**config.mk**
```make
export PLATFORM = sky130hd
export DESIGN_NAME = conv_window_scheduler_flat
export DESIGN_NICKNAME = d
export VERILOG_FILES = /design/src/rtl/conv_window_scheduler_if.sv /design/src/rtl/conv_window_scheduler.sv /design/src/flat_wrapper.sv
export SDC_FILE = /design/constraint.sdc
export NUM_CORES = 1
export LEC_CHECK = 0
export BUFFER_PORTS_ARGS = -buffer_cell sky130_fd_sc_hd__buf_2
export CAP_MARGIN = 5
export CORE_MARGIN = 4
export CORE_UTILIZATION = 50
export CTS_CLUSTER_SIZE = 16
export DETAILED_ROUTE_END_ITERATION = 10
export PLACE_DENSITY = 0.8
export SLEW_MARGIN = 20
export SYNTH_ARGS = -nofsm -noshare
export SYNTH_HDL_FRONTEND = slang
export SYNTH_SLANG_ARGS = --single-unit
```
**constraint.sdc**
```tcl
create_clock -name clk -period 2.1 [get_ports clk]
set_input_delay 0.105 -clock clk [delete_from_list [all_inputs] [get_ports clk]]
set_output_delay 0.105 -clock clk [all_outputs]
set_load 0.1 [all_outputs]
```
**src/rtl/conv_window_scheduler_if.sv**
```systemverilog
// Result stream from the window scheduler to the downstream consumer.
// Carries the captured conv result with its output-map coordinates.
interface conv_window_scheduler_if #(
  parameter int DATA_WIDTH = 16,
  parameter int COORD_W    = 8
);
  logic [DATA_WIDTH-1:0] out_data;
  logic [COORD_W-1:0]    out_row;
  logic [COORD_W-1:0]    out_col;
  logic                  out_valid;
  logic                  out_ready;

  modport master (
    output out_data,
    output out_row,
    output out_col,
    output out_valid,
    input  out_ready
  );

  modport slave (
    input  out_data,
    input  out_row,
    input  out_col,
    input  out_valid,
    output out_ready
  );
endinterface

```
**src/rtl/conv_window_scheduler.sv**
```systemverilog
// Sequences one shared convolution unit over every output position
// of a feature map, in row-major order, one result per window.
module conv_window_scheduler #(
  parameter int DATA_WIDTH = 16,
  parameter int D          = 1,
  parameter int F          = 5,
  parameter int IMG_W      = 28,
  parameter int IMG_H      = 28,
  parameter int STRIDE     = 1,
  parameter int COORD_W    = 8
) (
  input  logic                  clk,
  input  logic                  reset,
  input  logic                  start,
  output logic                  busy,
  output logic                  done,
  output logic [COORD_W-1:0]    win_row,
  output logic [COORD_W-1:0]    win_col,
  output logic                  conv_reset,
  input  logic [DATA_WIDTH-1:0] conv_result,
  conv_window_scheduler_if.master stream
);
  localparam int OUT_W       = (IMG_W - F) / STRIDE + 1;
  localparam int OUT_H       = (IMG_H - F) / STRIDE + 1;
  localparam int CONV_CYCLES = D * F * F + 2;
  localparam int CNT_W       = $clog2(CONV_CYCLES);

  localparam logic [COORD_W-1:0] LAST_ROW = COORD_W'(OUT_H - 1);
  localparam logic [COORD_W-1:0] LAST_COL = COORD_W'(OUT_W - 1);
  localparam logic [CNT_W-1:0]   LAST_CNT = CNT_W'(CONV_CYCLES - 1);

  typedef enum logic [2:0] {
    IDLE,
    CLR,
    RUN,
    OUT,
    FIN
  } state_t;

  state_t                state;
  state_t                state_n;
  logic [COORD_W-1:0]    row;
  logic [COORD_W-1:0]    col;
  logic [CNT_W-1:0]      cnt;
  logic [DATA_WIDTH-1:0] data;
  logic                  valid;
  logic                  hs;
  logic                  last_win;
  logic                  last_cnt;

  assign hs       = (state == OUT) && valid && stream.out_ready;
  assign last_win = (row == LAST_ROW) && (col == LAST_COL);
  assign last_cnt = (cnt == LAST_CNT);

  always_ff @(posedge clk) begin
    if (reset) state <= IDLE;
    else       state <= state_n;
  end

  always_comb begin
    state_n = state;
    unique case (state)
      IDLE: if (start) state_n = CLR;
      CLR:  state_n = RUN;
      RUN:  if (last_cnt) state_n = OUT;
      OUT:  if (hs) state_n = last_win ? FIN : CLR;
      FIN:  state_n = IDLE;
      default: state_n = IDLE;
    endcase
  end

  always_comb begin
    busy       = 1'b1;
    done       = 1'b0;
    conv_reset = 1'b1;
    unique case (state)
      IDLE: busy = 1'b0;
      RUN:  conv_reset = 1'b0;
      FIN:  done = 1'b1;
      default: ;
    endcase
  end

  // Coordinates move only on a handshake, so the window stays put through CLR/RUN.
  always_ff @(posedge clk) begin
    if (reset) begin
      row   <= '0;
      col   <= '0;
      cnt   <= '0;
      data  <= '0;
      valid <= 1'b0;
    end else begin
      case (state)
        IDLE: begin
          if (start) begin
            row <= '0;
            col <= '0;
          end
        end
        CLR: cnt <= '0;
        RUN: begin
          cnt <= cnt + 1'b1;
          if (last_cnt) begin
            data  <= conv_result;
            valid <= 1'b1;
          end
        end
        OUT: begin
          if (hs) begin
            valid <= 1'b0;
            if (!last_win) begin
              if (col == LAST_COL) begin
                col <= '0;
                row <= row + 1'b1;
              end else begin
                col <= col + 1'b1;
              end
            end
          end
        end
        default: ;
      endcase
    end
  end

  assign win_row = COORD_W'(int'(row) * STRIDE);
  assign win_col = COORD_W'(int'(col) * STRIDE);

  assign stream.out_data  = data;
  assign stream.out_row   = row;
  assign stream.out_col   = col;
  assign stream.out_valid = valid;
endmodule

```
**src/flat_wrapper.sv**
```systemverilog
// flat-port wrapper written by rule: the top's interface ports become plain ports
module conv_window_scheduler_flat 
#(
  parameter int DATA_WIDTH = 16,
  parameter int D          = 1,
  parameter int F          = 5,
  parameter int IMG_W      = 28,
  parameter int IMG_H      = 28,
  parameter int STRIDE     = 1,
  parameter int COORD_W    = 8
)
  (clk, reset, start, busy, done, win_row, win_col, conv_reset, conv_result, stream_out_data, stream_out_row, stream_out_col, stream_out_valid, stream_out_ready);
  conv_window_scheduler_if #(.DATA_WIDTH(DATA_WIDTH), .COORD_W(COORD_W)) stream_i ();
  input  logic clk;
  input  logic reset;
  input  logic start;
  output logic busy;
  output logic done;
  output logic [COORD_W-1:0] win_row;
  output logic [COORD_W-1:0] win_col;
  output logic conv_reset;
  input  logic [DATA_WIDTH-1:0] conv_result;
  output wire logic [$bits(stream_i.out_data)-1:0] stream_out_data;
  output wire logic [$bits(stream_i.out_row)-1:0] stream_out_row;
  output wire logic [$bits(stream_i.out_col)-1:0] stream_out_col;
  output wire logic [$bits(stream_i.out_valid)-1:0] stream_out_valid;
  input wire logic [$bits(stream_i.out_ready)-1:0] stream_out_ready;
  assign stream_out_data = stream_i.out_data;
  assign stream_out_row = stream_i.out_row;
  assign stream_out_col = stream_i.out_col;
  assign stream_out_valid = stream_i.out_valid;
  assign stream_i.out_ready = stream_out_ready;
  conv_window_scheduler #(.DATA_WIDTH(DATA_WIDTH), .D(D), .F(F), .IMG_W(IMG_W), .IMG_H(IMG_H), .STRIDE(STRIDE), .COORD_W(COORD_W)) u_core (.clk(clk), .reset(reset), .start(start), .busy(busy), .done(done), .win_row(win_row), .win_col(win_col), .conv_reset(conv_reset), .conv_result(conv_result), .stream(stream_i));
endmodule
```
# Word level (Yosys, flattened, before mapping)
# Index checks and enable logic that the tools add are counted.
[word_totals]
reg_bits = 41
inputBits = 20
out_inout_bits = 52
elab_cells = 54
[classes]
add_sub_neg = 3
eq_ne = 12
n_mux = 21
reduce_logical = 12
[op_table]
columns = ["operator", "n"]
rows = [
  ["$mux W8", 7],
  ["$pmux W8 S2", 2],
  ["$add A8 B1 Y8 const B", 2],
  ["$eq A8 B5 Y1 const B", 2],
  ["$mux W3", 4],
  ["$pmux W3 S4", 1],
  ["$pmux W5 S2", 1],
  ["$eq A3 B2 Y1 const B", 2],
  ["$ne A2 B2 Y1 const B", 3],
  ["$reduce_and A3 Y1", 2],
  ["$reduce_bool A2 Y1", 3],
  ["$add A5 B1 Y5 const B", 1],
  ["$eq A5 B5 Y1 const B", 1],
  ["$mux W1", 5],
  ["$reduce_and A5 Y1", 1],
  ["$ne A2 B1 Y1 const B", 2],
  ["$reduce_and A4 Y1", 1],
  ["$eq A3 B1 Y1 const B", 1],
  ["$eq A3 B3 Y1 const B", 1],
  ["$logic_and A1 B1 Y1", 3],
  ["$logic_not A3 Y1", 1],
  ["$pmux W1 S2", 1],
  ["$reduce_and A2 Y1", 1],
]

# Logic depth before layout (Yosys ltp)
[depth]
ltp_word = 5
depth_mapped = 8
ltp_nobuf = 7

# Worst setup path before layout
# No wires, ideal clock.
[synth_timing]
path_kind = "register to register"
startpoint = "reg u_core.row[0] (netlist: u_core.stream.out_row[0])"
endpoint = "reg u_core.col[2] (netlist: u_core.stream.out_col[2])"
setup_ns = 0.065
arrival_ns = 2.432
required_ns = 2.035
path_slack_ns = -0.397
stages_incl_launch_ff = 7
n_path_buf = 0
synth_period_minus_slack_ns = 2.497
cell_sequence = "dfxtp_1 > ha_1 > nand2_1 > or3_4 > o211ai_1 > mux2_2 > nor2_1"
[synth_between]
elab_chain_cells = 4
[synth_lines]
columns = ["element", "line", "rtl"]
rows = [
  ["start, declared", "conv_window_scheduler.sv:42", "logic [COORD_W-1:0] row;"],
  ["start signal, assigned", "conv_window_scheduler.sv:114", "row <= row + 1'b1;"],
  ["$eq A8 B5 Y1", "conv_window_scheduler.sv:52", "assign last_win = (row == LAST_ROW) && (col == LAST_COL);"],
  ["$logic_and A1 B1 Y1", "conv_window_scheduler.sv:52", ""],
  ["$ne A2 B2 Y1 (no line)", "n/a", ""],
  ["$reduce_and A4 Y1 (no line)", "n/a", ""],
  ["end signal, assigned", "conv_window_scheduler.sv:116", "col <= col + 1'b1;"],
  ["end, declared", "conv_window_scheduler.sv:43", "logic [COORD_W-1:0] col;"],
]
# No other way between the ends.
# A chain may end at the register's enable or synchronous reset.

# Final worst setup path
[layout_timing]
startpoint = "reg u_core.row[6] (netlist: u_core.stream.out_row[6])"
endpoint = "reg u_core.col[2] (netlist: u_core.stream.out_col[2])"
# The elaborated chain is that of the path after synthesis.

==> impl_metrics.csv <==
group,metric,value,unit
run_status,run_status,"complete, no violations",
sta,tightest_slew,490,ps
final_layout,final_util,0.629,
floorplan,dieArea,0.00533,mm^2
place,portBuffers,71,
detailed_routing,drc,0,
clocking,htreeDepth,2,
sta,finalCriticalPeriod,1870,ps
detailed_routing,dr_total_vias,1988,
detailed_routing,dr.pass1.iters,5,
floorplan,die_w,73.0,um
final_layout,area_delta_synth_final,20.7,%
logic_synthesis,synth_warnings,0,
logic_synthesis,synth_area,0.00211,mm^2
clocking,path_clk_slew,80,ps
clocking,cts_resized,0,
logic_synthesis,yosysMostFrequentCell,"nand2_1",
grt,grt_pass1_wl,8.16,mm
logic_synthesis,synth-edff-count,0,
clocking,cts_tree,"done",
final_layout,seqCellArea,840,um^2
sta,fin_ws,225,ps
sta,setup_viol,0,
place,place_ws,252,ps
grt,grt_max_degree,24,
pwr,ir_drop,0.401,mV
logic_synthesis,synth_top_area_frac,0.388,
clocking,clockBufferDepth,2,
logic_synthesis,ys_ff_latch,41,
logic_synthesis,synthTopCellsByCount,"47 x nand2_1, 41 x dfxtp_1, 32 x a21oi_1, 18 x buf_4, 18 x nor2_1",
sta,timing.hold.ws,36.9,ps
sta,finalMaxSlewViolations,0,
logic_synthesis,seq_area_frac_synth,0.388,
floorplan,start_util,0.521,
setup_path,crit_path_cell_trace,"or3_1 > or3_4 > o211ai_1 > mux2_2 > nor2_1",
setup_path,required,2330,ps
place,gp_congestion,0.830,
detailed_routing,detail-route-antenna-nets,0,
detailed_routing,routedWlPerCell,13.7,um
detailed_routing,initialDrtViolationCount,154,
grt,antenna_found_initial,0,
final_layout,final_nets,341,
sta,skew,4.61,ps
setup_path,arrival,2110,ps
clocking,cts.sinks,41,
setup_path,worstSetupPathType,"reg2reg",
worst_hold_path,min_path_type,"in2reg",
logic_synthesis,yosysTopAreaCell,"dfxtp_1",
final_layout,layout-drive-gt1-share,0.374,
clocking,cts_made_buffers,5,
grt,gr-total-overflow,0,
grt,grt_pass1_vias,1792,
detailed_routing,wl,5.04,mm
place,placed_cells,360,
logic_synthesis,synth_ff_type,"dfxtp_1",
logic_synthesis,ys_top_cells_by_area,"dfxtp_1 39%, nand2_1 8.3%, a21oi_1 7.6%, buf_4 6.4%, nor2_1 3.2%",
logic_synthesis,async_flop_share,0,
sta,max_slew_margin,0.673,
final_layout,nFillCells,364,
logic_synthesis,synth_fp_nets,283,
clocking,clock_latency,300,ps
detailed_routing,avgViaCountPerCell,5.40,
grt,grt_use_total,0.193,
sta,hold_viol_final,0,
pwr,p_leak,1.11,nW
final_layout,diodes,0,
clocking,cts_setup_buffers,0,
final_layout,finalNonFillerCells,368,
setup_path,slowest_stage,"or3_4",
final_layout,multi_input_area,0.00110,mm^2
floorplan,pin_count,72,
place,dp_hpwl,3.67,mm
sta,min_period_over_period,0.893,
sta,rsz0062_at_grt,"no",
logic_synthesis,synth_cells,259,
clocking,hold_buffers,0,
run,maxCapViolCount,0,
setup_path,worstPathMaxFanout,7,
setup_path,crit_path_start_kind,"register",
setup_path,cp-end-kind,"register",
setup_path,worst_path_largest_cell_delay,450,ps
floorplan,dieHeight,73.0,um
clocking,clock-root-buffer,"clkbuf_8",
sta,max_freq,533,MHz
floorplan,rows,23,
pwr,p_per_area,630,mW/mm^2
logic_synthesis,synth.avg_cell_area,8.16,um^2
floorplan,core_area,0.00406,mm^2
logic_synthesis,synth_cell_types,49,
-- layout by cell type (no fill, tap or decap), types with 2 or more instances in the layout --
cell	n
buf_2	71
nand2_1	47
a21oi_1	32
dfxtp_1	28
nor2_1	18
dfxtp_2	12
nand3_1	11
o21ai_0	8
buf_4	8
nor3_1	6
and3_1	6
a31oi_1	6
clkbuf_8	6
inv_1	4
a311oi_2	4
ha_1	4
and2_1	3
nand3b_1	3
nand4_1	3
or2b_1	2
or2_2	2
o21a_1	2
mux2i_1	2
nor4b_1	2
a41oi_1	2
-- kinds of logic (layout without fill, tap and decap cells) --
family | Yosys count | in the layout | synth area share
flops | 41 | 41 | 0.388
buf+inv | 32 | 91 | 0.0917
mux | 3 | 3 | 0.0148
compound gates | 61 | 61 | 0.188
simple gates | 118 | 118 | 0.294
fa+ha+maj | 4 | 4 | 0.0237
-- critical path, delay by kind of cell (launching register included) --
kind | cells | cell delay, ps
and+or+nand+nor | 3 | 910
DFF | 1 | 360
muxes | 1 | 350
AOI/OAI and AO/OA | 1 | 190
-- stage by stage --
| stage | cell area [um^2] | power (mW) | TNS, ps |
|---|---|---|---|
| floorplan | 2130 | 0.914 | -19.5 |
| global placement | 2430 | 0.958 | 0 |
| detailed placement | 2430 | 0.959 | 0 |
| CTS | 2550 | 1.62 | 0 |
| global route | 2550 | 1.67 | 0 |
| finish | 2550 | 1.61 | 0 |
-- cell type report --
type | count | area share
tap | 50 | 0.0245
sequential | 41 | 0.329
multi-input combinational | 186 | 0.431
inverter | 4 | 0.00589
timing repair buffer | 79 | 0.163
clock buffer | 6 | 0.0324
clock inverter | 2 | 0.0142
-- flip-flops by register name (all words and copies together), names as in the netlist --
register,count
u_core.stream.out_data,16
u_core.stream.out_col,8
u_core.stream.out_row,8
u_core.cnt,5
u_core.state,3
u_core.stream.out_valid,1
-- path summary, 6_finish.rpt --
check                                          startpoint                   endpoint  slack (ps)  depth (start not counted)
worst min register to register  u_core.stream.out_data[2]  u_core.stream.out_data[2]         460                          2
worst max-delay path             u_core.stream.out_row[6]   u_core.stream.out_col[2]         230                          5
worst max register to register   u_core.stream.out_row[6]   u_core.stream.out_col[2]         230                          5
worst min-delay path                       conv_result[2]  u_core.stream.out_data[2]          40                          3
-- metal layers --
metal / part of all wire / track usage / vias to the layer above
met5: 0 / 0 / -
met4: 0.014 / 0.0656 / 0
met3: 0.056 / 0.0455 / 9
met2: 0.51 / 0.327 / 56
met1: 0.42 / 0.239 / 909
li1: - / - / 1014
-- power by group --
group	total, mW	internal (mW)	switching [mW]	leakage, nW
registers	0.787	0.781	0.00563	0.338
clock network	0.665	0.387	0.277	0.0617
logic	0.155	0.0450	0.110	0.710
No activity file was read; power rests on OpenSTA's default activity.
